File: config.mk
export PLATFORM = sky130hd
export DESIGN_NAME = ctrl_fsm
export DESIGN_NICKNAME = d
export VERILOG_FILES = /design/src/rtl/ctrl_pkg.sv /design/src/rtl/ctrl_decode.sv /design/src/rtl/ctrl_fsm.sv
export SDC_FILE = /design/constraint.sdc
export NUM_CORES = 1
export LEC_CHECK = 0
export BUFFER_PORTS_ARGS = -buffer_cell sky130_fd_sc_hd__buf_2
export CORE_MARGIN = 2
export CORE_UTILIZATION = 40
export CTS_CLUSTER_DIAMETER = 30
export CTS_CLUSTER_SIZE = 24
export DETAILED_ROUTE_END_ITERATION = 10
export GPL_TIMING_DRIVEN = 0
export PLACE_DENSITY = 0.88
export RECOVER_POWER = 50
export SLEW_MARGIN = 20
export SYNTH_ARGS = -nofsm -noshare
export SYNTH_HDL_FRONTEND = slang
export SYNTH_SLANG_ARGS = --single-unit
File: constraint.sdc
create_clock -name clk -period 2.1 [get_ports clk]
set_input_delay 0.42 -clock clk [delete_from_list [all_inputs] [get_ports clk]]
set_output_delay 0.42 -clock clk [all_outputs]
set_load 0.01 [all_outputs]
File: src/rtl/ctrl_pkg.sv
// ctrl_pkg: state encoding, opcode/funct constants and control field codes shared by the controller.
package ctrl_pkg;
   typedef enum logic [3:0] {
      S_FETCH, S_DECODE, S_MADDR, S_MREAD, S_MWB, S_MWRITE, S_EXEC, S_RWB, S_BRANCH, S_JUMP
   } state_t;
   typedef enum logic [2:0] {C_ILL, C_LOAD, C_STORE, C_RTYPE, C_ITYPE, C_BRANCH, C_JUMP} cls_t;
   localparam logic [5:0] OP_RTYPE = 6'h00, OP_REGIMM = 6'h01, OP_J = 6'h02, OP_JAL = 6'h03;
   localparam logic [5:0] OP_BEQ = 6'h04, OP_BNE = 6'h05, OP_BLEZ = 6'h06, OP_BGTZ = 6'h07;
   localparam logic [5:0] OP_ADDI = 6'h08, OP_ADDIU = 6'h09, OP_SLTI = 6'h0A, OP_SLTIU = 6'h0B;
   localparam logic [5:0] OP_ANDI = 6'h0C, OP_ORI = 6'h0D, OP_XORI = 6'h0E, OP_LUI = 6'h0F;
   localparam logic [5:0] OP_LB = 6'h20, OP_LH = 6'h21, OP_LW = 6'h23, OP_LBU = 6'h24, OP_LHU = 6'h25;
   localparam logic [5:0] OP_SB = 6'h28, OP_SH = 6'h29, OP_SW = 6'h2B;
   localparam logic [5:0] F_SLL = 6'h00, F_SRL = 6'h02, F_SRA = 6'h03, F_JR = 6'h08, F_JALR = 6'h09;
   localparam logic [5:0] F_MFHI = 6'h10, F_MFLO = 6'h12, F_MULT = 6'h18, F_MULTU = 6'h19;
   localparam logic [5:0] F_DIV = 6'h1A, F_DIVU = 6'h1B, F_ADD = 6'h20, F_ADDU = 6'h21;
   localparam logic [5:0] F_SUB = 6'h22, F_SUBU = 6'h23, F_AND = 6'h24, F_OR = 6'h25;
   localparam logic [5:0] F_XOR = 6'h26, F_NOR = 6'h27, F_SLT = 6'h2A, F_SLTU = 6'h2B;
   localparam logic [3:0] ALU_ADD = 4'd0, ALU_SUB = 4'd1, ALU_AND = 4'd2, ALU_OR = 4'd3;
   localparam logic [3:0] ALU_XOR = 4'd4, ALU_NOR = 4'd5, ALU_SLT = 4'd6, ALU_SLTU = 4'd7;
   localparam logic [3:0] ALU_SLL = 4'd8, ALU_SRL = 4'd9, ALU_SRA = 4'd10;
   localparam logic [2:0] J_SEQ = 3'd0, J_BR = 3'd1, J_IDX = 3'd2, J_REG = 3'd3;
   localparam logic [2:0] M2R_ALU = 3'd0, M2R_MEM = 3'd1, M2R_PC4 = 3'd2, M2R_HI = 3'd3, M2R_LO = 3'd4;
   localparam logic [1:0] RD_RT = 2'd0, RD_RD = 2'd1, RD_RA = 2'd2;
   localparam logic [1:0] EXT_ZERO = 2'd0, EXT_SIGN = 2'd1, EXT_LUI = 2'd2;
   localparam logic [2:0] BR_EQ = 3'd0, BR_NE = 3'd1, BR_GTZ = 3'd2, BR_LEZ = 3'd3, BR_GEZ = 3'd4, BR_LTZ = 3'd5;
   // compare is {zero, more, notless}
   function automatic logic br_taken(logic [2:0] brk, logic [2:0] cmp);
      return brk == BR_EQ ? cmp[2] : brk == BR_NE ? !cmp[2] : brk == BR_GTZ ? cmp[1] :
             brk == BR_LEZ ? !cmp[1] : brk == BR_GEZ ? cmp[0] : !cmp[0];
   endfunction
endpackage

File: src/rtl/ctrl_decode.sv
// ctrl_decode: combinational instruction classifier producing class, ALU/extend codes and writeback details.
module ctrl_decode
   import ctrl_pkg::*;
(
   input  logic [31:0] instr,
   output logic [2:0]  cls,
   output logic [3:0]  aluop,
   output logic [1:0]  extop,
   output logic        imm,
   output logic        wb,
   output logic [1:0]  dst,
   output logic [2:0]  wbsel,
   output logic [2:0]  jsel,
   output logic [2:0]  brk
);
   logic [5:0] op, fn;
   logic [4:0] rt;
   logic unused_bits;
   assign op = instr[31:26];
   assign fn = instr[5:0];
   assign rt = instr[20:16];
   assign unused_bits = ^{instr[25:21], instr[15:6]};
   always_comb begin
      cls = C_ILL;
      aluop = ALU_ADD;
      extop = EXT_SIGN;
      imm = 1'b0;
      wb = 1'b1;
      dst = RD_RD;
      wbsel = M2R_ALU;
      jsel = J_SEQ;
      brk = BR_EQ;
      case (op)
         OP_RTYPE: begin
            cls = C_RTYPE;
            case (fn)
               F_SLL: aluop = ALU_SLL;
               F_SRL: aluop = ALU_SRL;
               F_SRA: aluop = ALU_SRA;
               F_ADD, F_ADDU: aluop = ALU_ADD;
               F_SUB, F_SUBU: aluop = ALU_SUB;
               F_AND: aluop = ALU_AND;
               F_OR: aluop = ALU_OR;
               F_XOR: aluop = ALU_XOR;
               F_NOR: aluop = ALU_NOR;
               F_SLT: aluop = ALU_SLT;
               F_SLTU: aluop = ALU_SLTU;
               F_MFHI: wbsel = M2R_HI;
               F_MFLO: wbsel = M2R_LO;
               F_MULT, F_MULTU, F_DIV, F_DIVU: wb = 1'b0;
               F_JR: begin cls = C_JUMP; jsel = J_REG; wb = 1'b0; end
               F_JALR: begin cls = C_JUMP; jsel = J_REG; wbsel = M2R_PC4; end
               default: cls = C_ILL;
            endcase
         end
         OP_REGIMM: begin
            cls = rt == 5'd0 || rt == 5'd1 ? C_BRANCH : C_ILL;
            brk = rt == 5'd0 ? BR_LTZ : BR_GEZ;
         end
         OP_J: begin cls = C_JUMP; jsel = J_IDX; wb = 1'b0; end
         OP_JAL: begin cls = C_JUMP; jsel = J_IDX; dst = RD_RA; wbsel = M2R_PC4; end
         OP_BEQ: begin cls = C_BRANCH; brk = BR_EQ; end
         OP_BNE: begin cls = C_BRANCH; brk = BR_NE; end
         OP_BLEZ: begin cls = C_BRANCH; brk = BR_LEZ; end
         OP_BGTZ: begin cls = C_BRANCH; brk = BR_GTZ; end
         OP_ADDI, OP_ADDIU, OP_SLTI, OP_SLTIU, OP_ANDI, OP_ORI, OP_XORI, OP_LUI: begin
            cls = C_ITYPE;
            imm = 1'b1;
            dst = RD_RT;
            aluop = op == OP_SLTI ? ALU_SLT : op == OP_SLTIU ? ALU_SLTU : op == OP_ANDI ? ALU_AND :
                    op == OP_ORI ? ALU_OR : op == OP_XORI ? ALU_XOR : ALU_ADD;
            extop = op == OP_ANDI || op == OP_ORI || op == OP_XORI ? EXT_ZERO : op == OP_LUI ? EXT_LUI : EXT_SIGN;
         end
         OP_LB, OP_LH, OP_LW, OP_LBU, OP_LHU: begin cls = C_LOAD; dst = RD_RT; wbsel = M2R_MEM; end
         OP_SB, OP_SH, OP_SW: begin cls = C_STORE; wb = 1'b0; dst = RD_RT; end
         default: cls = C_ILL;
      endcase
   end
endmodule

File: src/rtl/ctrl_fsm.sv
// ctrl_fsm: multicycle MIPS-style control FSM; outputs are decoded from the state register and instr.
module ctrl_fsm
   import ctrl_pkg::*;
(
   input  logic        clk,
   input  logic        rst,
   input  logic [31:0] instr,
   input  logic [2:0]  compare,
   output logic        PCWr,
   output logic        IRWr,
   output logic [1:0]  regdst,
   output logic        alusrc,
   output logic [2:0]  memtoreg,
   output logic        regwe,
   output logic        memwe,
   output logic        validbr,
   output logic [2:0]  jump,
   output logic [1:0]  extop,
   output logic [3:0]  aluop,
   output logic        turn
);
   state_t state;
   logic [2:0] cls, d_wbsel, d_jsel, d_brk;
   logic [3:0] d_aluop;
   logic [1:0] d_extop, d_dst;
   logic d_imm, d_wb;
   ctrl_decode u_dec (
      .instr(instr), .cls(cls), .aluop(d_aluop), .extop(d_extop), .imm(d_imm),
      .wb(d_wb), .dst(d_dst), .wbsel(d_wbsel), .jsel(d_jsel), .brk(d_brk)
   );
   always_ff @(posedge clk)
      if (rst) state <= S_FETCH;
      else
         case (state)
            S_FETCH: state <= S_DECODE;
            S_DECODE: state <= cls == C_LOAD || cls == C_STORE ? S_MADDR :
                               cls == C_RTYPE || cls == C_ITYPE ? S_EXEC :
                               cls == C_BRANCH ? S_BRANCH : cls == C_JUMP ? S_JUMP : S_FETCH;
            S_MADDR: state <= cls == C_LOAD ? S_MREAD : S_MWRITE;
            S_MREAD: state <= S_MWB;
            S_EXEC: state <= S_RWB;
            default: state <= S_FETCH;
         endcase
   // reset forces every control low, even though the state register already holds FETCH
   always_comb begin
      PCWr = 1'b0;
      IRWr = 1'b0;
      regdst = RD_RT;
      alusrc = 1'b0;
      memtoreg = M2R_ALU;
      regwe = 1'b0;
      memwe = 1'b0;
      validbr = 1'b0;
      jump = J_SEQ;
      extop = EXT_ZERO;
      aluop = ALU_ADD;
      turn = 1'b0;
      if (!rst)
         case (state)
            S_FETCH: begin PCWr = 1'b1; IRWr = 1'b1; turn = 1'b1; end
            S_MADDR: begin alusrc = 1'b1; extop = EXT_SIGN; end
            S_MWB: begin regwe = 1'b1; memtoreg = M2R_MEM; end
            S_MWRITE: memwe = 1'b1;
            S_EXEC: begin aluop = d_aluop; alusrc = d_imm; extop = d_extop; end
            S_RWB: begin regwe = d_wb; regdst = d_dst; memtoreg = d_wbsel; end
            S_BRANCH: begin PCWr = 1'b1; aluop = ALU_SUB; jump = J_BR; validbr = br_taken(d_brk, compare); end
            S_JUMP: begin
               PCWr = 1'b1;
               jump = d_jsel;
               regwe = d_wb;
               regdst = d_wb ? d_dst : RD_RT;
               memtoreg = d_wb ? d_wbsel : M2R_ALU;
            end
            default: ;
         endcase
   end
endmodule
==> results by group, run 1 <==
Final layout
  – Most common cell after layout, fill and taps aside: buf_2
  – Non-filler cells, final: 238
  – Most flops, register: state
  – Max reg flops: 4
  – Share of post-route cells with drive strength above 1: 35.6%
  – Biggest regs: state x4
  – # nets final: 247
  – Most frequent cells in the layout: buf_2, nor2_1, nand2_1
  – Layout area overhead: 41.0%
  – Final instance area: 0.00142 mm2
  – Ant. Diodes: 0
  – Filler cell count: 248

STA
  – Final setup margin: -0.258 ns
  – Final min period: 2.36 ns
  – Fmax: 424 MHz
  – Slew Viols, Final: 0
  – Unrepaired setup endpoints after global routing: yes
  – Hold Vio Cnt, Final: 0
  – Clock skew: 0.00234 ns
  – Slew headroom: 58.1%
  – Final setup violation count: 11
  – Final Cycle Share: 112%
  – Worst slew pin tran: 0.625 ns

Floorplanning
  – Die Y-Extent: 54.1 um
  – Row cnt: 18
  – Die ar.: 0.00293 mm2
  – Initial Util: 41.3%
  – I/O Pins: 58
  – Die Width: 54.1 um
  – Core area: 0.00243 mm2

Setup path
  – CP max FO: 4
  – Worst Path Class, Setup: in -> out
  – CP startpoint kind: input port
  – Worst Path Arrival: 1.94 ns
  – CP required: 1.68 ns
  – Crit. End Element: output port

Detailed routing
  – Pre-antenna DRT Iters: 4
  – Final WL: 3190 um
  – Via count: 1389
  – Vias per cell: 5.84
  – Routed len/inst: 13.4 um
  – Starting DRT DRC Count: 44
  – Final ANT Viol Nets: 0
  – DRC violations left: 0

Clocking
  – Longest Clk Path Bufs: 2
  – TritonCTS clock tree: done
  – CTS sink cnt: 4
  – H-Tree Depth: 1
  – Worst skew pair latency: 0.23 ns
  – Clock slew at reported path FFs: 0.04 ns
  – CTS Buf Count: 3
  – Clk root buf: clkbuf_4

Global route
  – First-pass GRT wire length: 4780 um
  – Total GRT Usage: 21.4%
  – Largest net degree at the start of global routing: 11
  – Vias in the first global route: 1131
  – Gr ovfl total: 0
  – Initial antenna violation count: 0

Power and ir drop
  – Sw Pwr: 155 uW
  – Clock network fraction of design power: 24.8%
  – P per Cell Area: 267 mW/mm2
  – Int Power: 223 uW
  – Net Sw Frac: 41.0%
  – Lkg Pwr: 0.585 nW
  – Register share of total power: 24.4%
  – Worst vdd ir: 300 uV
  – Logic gate share of total power: 50.7%

Yosys
  – Post-synth ARST share: 0%
  – Top FF cell, synth: dfxtp_1
  – Post-synth EDFFs: 0
  – Synth Instances: 164
  – Sequential-to-total area share from yosys stat: 7.97%
  – Post-synth top area share: 8.97%
  – Synthesized flop and latch total: 4
  – Syn nets: 201
  – Post-Syn Area: 0.00100 mm2
  – Area contributors post-synth: nor2_1, dfxtp_1, o21ai_0, nand2b_1, nand2_1
  – Synth area leader: nor2_1
  – Synth Warn #: 0
  – Avg Inst Size Synth: 6.13 um2
  – Synth cell types: 51

Placed design
  – Post-DP HPWL: 2300 um
  – Dpl cells: 231
  – IO buf count: 37
  – Dpl ws: -0.262 ns
  – Routability cong.: 0.926
  – Placed Area: 0.00127 mm2

Status
  – Failing checks: setup timing
  – Outcome: finished with violations

Min path
  – Hold/Removal Path Class: reg -> reg

Job
  – Max-cap violations: 0
kinds of logic (layout without fill, tap and decap cells):
kind of cell,after synthesis,after routing,synth area share [%]
AOI/OAI and AO/OA,56,56,38.2
xor gates and xnor gates,3,3,2.62
other,1,1,0.373
buffers and inverters,22,66,10.1
DFF,4,4,7.97
and+or+nand+nor,78,78,40.7
critical path: stages:
cell and delay, ns:
buf_8 0.10, or4_4 0.57, nor3_4 0.16, nand4_1 0.18, a2111oi_4 0.32, buf_2 0.18
per-stage QoR:
step	setup TNS [ns]	util, %	hold slack (ns)	total power [mW]
final	-1.35	58.2	0.577	0.379
after global routing	-2.59	58.2	0.610	0.405
after CTS	-1.74	54.4	0.565	0.364
after detailed placement	-1.79	52.1	0.720	0.265
after global placement	-1.74	52.1	0.713	0.261
after floorplan	-0.197	-	0.646	0.207
worst paths after layout:
| path | startpoint | end | slack, ns | cells after the start |
|---|---|---|---|---|
| worst min register to register | state[1]$_SDFF_PP0_ | state[2]$_SDFF_PP0_ | 0.58 | 2 |
| worst max-delay path | instr[29] | jump[0] | -0.26 | 6 |
| worst min-delay path | state[1]$_SDFF_PP0_ | state[2]$_SDFF_PP0_ | 0.58 | 2 |
| worst max register to register | state[0]$_SDFF_PP0_ | state[0]$_SDFF_PP0_ | 0.32 | 5 |
layout make-up:
type                       count  area (um2)  area share [%]
clock buffer                   3        22.5            1.59
buffer                        12        72.6            5.12
inverter                       8        30.0            2.12
timing repair buffer          43         240            17.0
multi-input combinational    138         931            65.7
sequential                     4        82.6            5.83
tap                           30        37.5            2.65
cell usage after synthesis (4+ instances only):
| cell | count |
|---|---|
| nand4_1 | 4 |
| dfxtp_1 | 4 |
| nor2b_1 | 4 |
| a21oi_1 | 10 |
| inv_1 | 8 |
| nor3_1 | 8 |
| o21ai_0 | 12 |
| nand2_1 | 14 |
| clkbuf_1 | 7 |
| nor4_1 | 5 |
| nand2b_1 | 9 |
| nor2_1 | 24 |
repair_timing:
action,CTS,global route
pin swaps,1,3
hold buffers,0,0
setup buffers,3,3
gates resized for setup,7,18
setup endpoints to repair,14,14
per-layer routing:
layer	up-vias	GRT usage, %	part of all wire, %
met5	-	0	0
met4	0	3.33	0.50
met3	2	1.67	5.7
met2	45	37.2	52
met1	647	29.2	42
li1	695	-	-
power groups by stage:
| stage | logic (mW) | clock network (mW) | registers, mW |
|---|---|---|---|
| floorplan | 0.120 | 0 | 0.0870 |
| global placement | 0.173 | 0 | 0.0885 |
| detailed placement | 0.176 | 0 | 0.0890 |
| CTS | 0.177 | 0.0960 | 0.0917 |
| global route | 0.214 | 0.0979 | 0.0932 |
| finish | 0.192 | 0.0941 | 0.0925 |
Note: power is estimated with default switching activity, not from simulation.
==> run 2, diff against run 1 <==
--- a/config.mk
+++ b/config.mk
@@ -5,14 +5,14 @@
 export SDC_FILE = /design/constraint.sdc
 export NUM_CORES = 1
 export LEC_CHECK = 0
-export BUFFER_PORTS_ARGS = -buffer_cell sky130_fd_sc_hd__buf_2
 export CORE_MARGIN = 2
-export CORE_UTILIZATION = 40
+export CORE_UTILIZATION = 55
 export CTS_CLUSTER_DIAMETER = 30
 export CTS_CLUSTER_SIZE = 24
 export DETAILED_ROUTE_END_ITERATION = 10
+export DONT_BUFFER_PORTS = 1
 export GPL_TIMING_DRIVEN = 0
-export PLACE_DENSITY = 0.88
+export PLACE_DENSITY = 0.84
 export RECOVER_POWER = 50
 export SLEW_MARGIN = 20
 export SYNTH_ARGS = -nofsm -noshare
==> results by group, run 2 (synthesis results as in run 1) <==
Power and ir drop
  – Total power: 351 uW
  – Worst vdd ir: 167 uV
  – P per Cell Area: 270 mW/mm2
  – Lkg Pwr: 0.452 nW

Floorplanning
  – Die Y-Extent: 46.7 um
  – Die ar.: 0.00218 mm2
  – Core area: 0.00173 mm2
  – Row cnt: 15
  – Die Width: 46.7 um
  – I/O Pins: 58
  – Initial Util: 58.2%

Placed design
  – Routability cong.: 0.870
  – Post-DP HPWL: 2320 um
  – Dpl ws: -0.183 ns
  – IO buf count: 0

STA
  – Hold Vio Cnt, Final: 0
  – Slew headroom: 62.3%
  – Worst slew pin tran: 0.566 ns
  – Fmax: 444 MHz
  – Final min period: 2.25 ns
  – Final Cycle Share: 107%
  – Final setup violation count: 7
  – Final setup margin: -0.152 ns
  – Setup tns final: -0.803 ns
  – Clock skew: 0.00258 ns
  – Slew Viols, Final: 0
  – Unrepaired setup endpoints after global routing: yes

Clocking
  – Worst skew pair latency: 0.23 ns
  – CTS Buf Count: 3
  – CTS sink cnt: 4
  – H-Tree Depth: 1
  – Longest Clk Path Bufs: 2
  – TritonCTS clock tree: done
  – Clk root buf: clkbuf_4
  – Clock slew at reported path FFs: 0.04 ns

Global route
  – Total GRT Usage: 30.9%
  – First-pass GRT wire length: 4980 um
  – Vias in the first global route: 1168
  – Largest net degree at the start of global routing: 11
  – Initial antenna violation count: 0
  – Gr ovfl total: 0

Final layout
  – Filler cell count: 143
  – Share of post-route cells with drive strength above 1: 29.7%
  – Biggest regs: state x4
  – Most common cell after layout, fill and taps aside: nor2_1
  – Layout area overhead: 29.1%
  – Max reg flops: 4
  – Most frequent cells in the layout: nor2_1, nand2_1, o21ai_0
  – # nets final: 211
  – Most flops, register: state
  – Ant. Diodes: 0

Min path
  – Hold/Removal Path Class: in -> reg

Status
  – Failing checks: setup timing
  – Outcome: finished with violations

Setup path
  – CP required: 1.68 ns
  – Worst Path Arrival: 1.83 ns
  – CP startpoint kind: input port
  – Worst Path Class, Setup: in -> out
  – Crit. End Element: output port
  – CP max FO: 6

Detailed routing
  – Via count: 1328
  – DRC violations left: 0
  – Final WL: 3420 um
  – Starting DRT DRC Count: 45
  – Final ANT Viol Nets: 0
  – Vias per cell: 6.74
  – Pre-antenna DRT Iters: 4
  – Routed len/inst: 17.4 um

Job
  – Max-cap violations: 0
==> run 2: cell count changes in the layout (fill, tap and decap cells not counted), moves of 2 or more <==
cell and delta:
clkbuf_1 -3, nor4_2 +2, buf_6 -2, nor4_1 -2
buf_2 -33, nor3_2 -2, nor3_4 +3
==> run 2: power by group <==
part	leakage, nW	total, mW	internal [mW]	switching (mW)
Clock	0.0138	0.0913	0.0636	0.0276
Combinational	0.405	0.166	0.0643	0.102
Sequential	0.0336	0.0933	0.0812	0.0121
==> run 2: stage by stage <==
step / hold slack [ns] / utilization, % / cells / instance area (um2)
after floorplan: 0.646 / - / 164 / 1040
after global placement: 0.697 / 62.2 / 189 / 1070
after detailed placement: 0.714 / 62.2 / 189 / 1070
after CTS: 0.503 / 70.7 / 194 / 1220
after global routing: 0.576 / 75.1 / 197 / 1300
final: 0.552 / 75.1 / 197 / 1300
==> run 2: worst max-delay path, cell delays in order <==
cell and delay, ns:
buf_12 0.11, or4_4 0.58, nor3_4 0.17, nand4_1 0.17, a2111oi_4 0.38
==> run 2: layer usage <==
metal | part of all wire (%) | track usage (%) | up-vias
li1 | - | - | 627
met5 | 0 | 0 | -
met2 | 52 | 50.3 | 87
met4 | 1.9 | 16.7 | 0
met1 | 39 | 39.2 | 608
met3 | 7.4 | 5.00 | 6
==> run 2: timing repair <==
item / CTS / global route
pin swaps: 1 / 4
hold buffers: 0 / 0
gates resized for setup: 21 / 18
setup endpoints to repair: 15 / 14
buffers inserted: 4 / 3
==> run 2: worst paths after layout <==
check                 startpoint                  end  slack [ns]  cells past startpoint
min                    instr[30]  state[1]$_SDFF_PP0_        0.55                      3
max reg2reg  state[0]$_SDFF_PP0_  state[0]$_SDFF_PP0_        0.27                      5
max                    instr[29]              jump[0]       -0.15                      5
min reg2reg  state[1]$_SDFF_PP0_  state[2]$_SDFF_PP0_        0.59                      2
==> run 2: cell type report <==
type	count	area [um2]	area share [%]
multi-input combinational	138	1000	77.1
sequential	4	82.6	6.36
buffer	12	77.6	5.98
timing repair buffer	7	52.6	4.05
tap	25	31.3	2.41
inverter	8	30.0	2.31
clock buffer	3	22.5	1.74
==> run 3, diff against run 2 <==
--- a/config.mk
+++ b/config.mk
@@ -13,7 +13,6 @@
 export DONT_BUFFER_PORTS = 1
 export GPL_TIMING_DRIVEN = 0
 export PLACE_DENSITY = 0.84
-export RECOVER_POWER = 50
 export SLEW_MARGIN = 20
 export SYNTH_ARGS = -nofsm -noshare
 export SYNTH_HDL_FRONTEND = slang
==> constraint.sdc (replaced) <==
create_clock -name clk -period 2.1 [get_ports clk]
set_input_delay 0 -clock clk [delete_from_list [all_inputs] [get_ports clk]]
set_output_delay 0 -clock clk [all_outputs]
set_load 0.01 [all_outputs]
==> results by group, run 3 (synthesis results as in run 1) <==
Detailed routing
  – Final WL: 2960 um
  – DRC violations left: 0
  – Starting DRT DRC Count: 61
  – Vias per cell: 6.64
  – Final ANT Viol Nets: 0
  – Routed len/inst: 15.5 um
  – Pre-antenna DRT Iters: 4
  – Via count: 1269

Min path
  – Hold/Removal Path Class: in -> reg
  – HP Start: instr[30]
  – Hold EP: state[3]$_SDFF_PP0_
  – Hold Path Cell Cnt: 5

Clocking
  – Worst skew pair latency: 0.23 ns
  – CTS sink cnt: 4
  – TritonCTS clock tree: done
  – Longest Clk Path Bufs: 2
  – Hold buffers post-CTS: 0
  – CTS Buf Count: 3
  – Clock slew at reported path FFs: 0.04 ns
  – H-Tree Depth: 1
  – Clk root buf: clkbuf_4

Setup path
  – Crit. End Element: output port
  – CP required: 2.10 ns
  – CP max FO: 9
  – R2R setup slack: 0.43 ns
  – R2r endpoint: state[0]$_SDFF_PP0_
  – Reg2reg start: state[0]$_SDFF_PP0_
  – CP startpoint kind: flop
  – Worst Path Class, Setup: reg -> out
  – Worst Path Arrival: 1.87 ns
  – Reg2Reg Depth: 5

Global route
  – Initial antenna violation count: 0
  – Vias in the first global route: 1087
  – Largest net degree at the start of global routing: 11
  – First-pass GRT wire length: 4570 um
  – Gr ovfl total: 0
  – Total GRT Usage: 28.4%

Final layout
  – Ant. Diodes: 0
  – Most common cell after layout, fill and taps aside: nor2_1
  – Most frequent cells in the layout: nor2_1, nand2_1, o21ai_0
  – # nets final: 205
  – Storage cell area: 80.1 um2
  – Biggest regs: state x4
  – Final Core Density: 61.4%
  – Layout area overhead: 5.60%
  – Most flops, register: state
  – Filler cell count: 168
  – Multi-input logic area: 830 um2
  – Max reg flops: 4
  – Share of post-route cells with drive strength above 1: 7.83%

Floorplanning
  – Row cnt: 15
  – Initial Util: 58.2%
  – I/O Pins: 58
  – Die Width: 46.7 um
  – Core area: 0.00173 mm2
  – Die ar.: 0.00218 mm2
  – Die Y-Extent: 46.7 um

Power and ir drop
  – Total power: 327 uW
  – Lkg Pwr: 0.358 nW
  – P per Cell Area: 308 mW/mm2
  – Worst vdd ir: 269 uV

Placed design
  – IO buf count: 0
  – Routability cong.: 0.911
  – Post-DP HPWL: 2280 um

STA
  – Slew Viols, Final: 0
  – Final min period: 1.87 ns
  – Slew headroom: 48.7%
  – Worst slew pin tran: 0.763 ns
  – Fmax: 534 MHz
  – Setup tns final: 0 ns
  – Hold Vio Cnt, Final: 0
  – Final setup violation count: 0
  – Unrepaired setup endpoints after global routing: no
  – Clock skew: 0.00150 ns
  – Final Cycle Share: 89.1%

Job
  – Max-cap violations: 0

Status
  – Outcome: finished, final reports clean
==> run 3: cell count changes in the layout (fill, tap and decap cells not counted), moves of 3 or more <==
cell,before,now
nor3_4,4,1
nor4_1,1,4
nor2_2,3,0
clkbuf_1,1,6
buf_4,9,2
clkbuf_2,4,0
nor3_1,3,8
nor2_1,21,24
==> run 3: layout make-up <==
class                   instances  area share [%]
well taps                      25            2.95
clock buffers                   3            2.12
multi-input cells             138            78.2
inverters                       8            2.83
flip-flops and latches          4            7.55
plain buffers                  13            6.37
==> run 3: report_power, final <==
group	internal, mW	switching (mW)	total (mW)
Clock	0.0640	0.0320	0.0960
Sequential	0.0807	0.00827	0.0890
Combinational	0.0525	0.0892	0.142
==> run 3: worst max-delay path by stage <==
| stage | startpoint | endpoint | slack [ns] | depth (start not counted) |
|---|---|---|---|---|
| 2_1_floorplan | state[1]$_SDFF_PP0_ | state[0]$_SDFF_PP0_ | 0.57 | 6 |
| 3_3_place_gp | state[1]$_SDFF_PP0_ | state[0]$_SDFF_PP0_ | 0.42 | 6 |
| 3_5_place_dp | state[1]$_SDFF_PP0_ | state[0]$_SDFF_PP0_ | 0.37 | 6 |
| 4_1_cts | state[1]$_SDFF_PP0_ | aluop[3] | 0.14 | 5 |
| 5_1_grt | state[2]$_SDFF_PP0_ | memtoreg[0] | 0.06 | 6 |
| 6_report | state[2]$_SDFF_PP0_ | memtoreg[0] | 0.23 | 6 |
==> run 3: critical path: stages, from the launching register on <==
cell,delay (ns)
dfxtp_1,0.30
clkbuf_1,0.29
nor2b_1,0.23
and2_1,0.18
o21ai_0,0.09
a21oi_1,0.18
a21boi_0,0.36
==> run 3: layer usage <==
metal | GRT usage [%] | part of all wire [%] | up-vias
met5 | 0 | 0 | -
met3 | 5.38 | 9.6 | 14
li1 | - | - | 612
met2 | 46.9 | 48 | 77
met4 | 13.9 | 2.9 | 0
met1 | 35.3 | 39 | 566
==> run 3: per-stage QoR <==
| stage | hold slack [ns] | instances | setup slack [ns] | instance area, um2 |
|---|---|---|---|---|
| 6_report | 0.104 | 191 | 0.228 | 1060 |
| 3_3_place_gp | 0.155 | 189 | 0.418 | 1040 |
| 2_1_floorplan | 0.136 | 164 | 0.568 | 1000 |
| 3_5_place_dp | 0.155 | 189 | 0.368 | 1040 |
| 4_1_cts | 0.0951 | 192 | 0.141 | 1060 |
| 5_1_grt | 0.150 | 191 | 0.0607 | 1060 |
==> run 3: timing repair <==
| item | in CTS | in global routing |
|---|---|---|
| gates resized for setup | 0 | 1 |
| endpoints found under the setup margin | 0 | 1 |
| setup buffers | 0 | 0 |
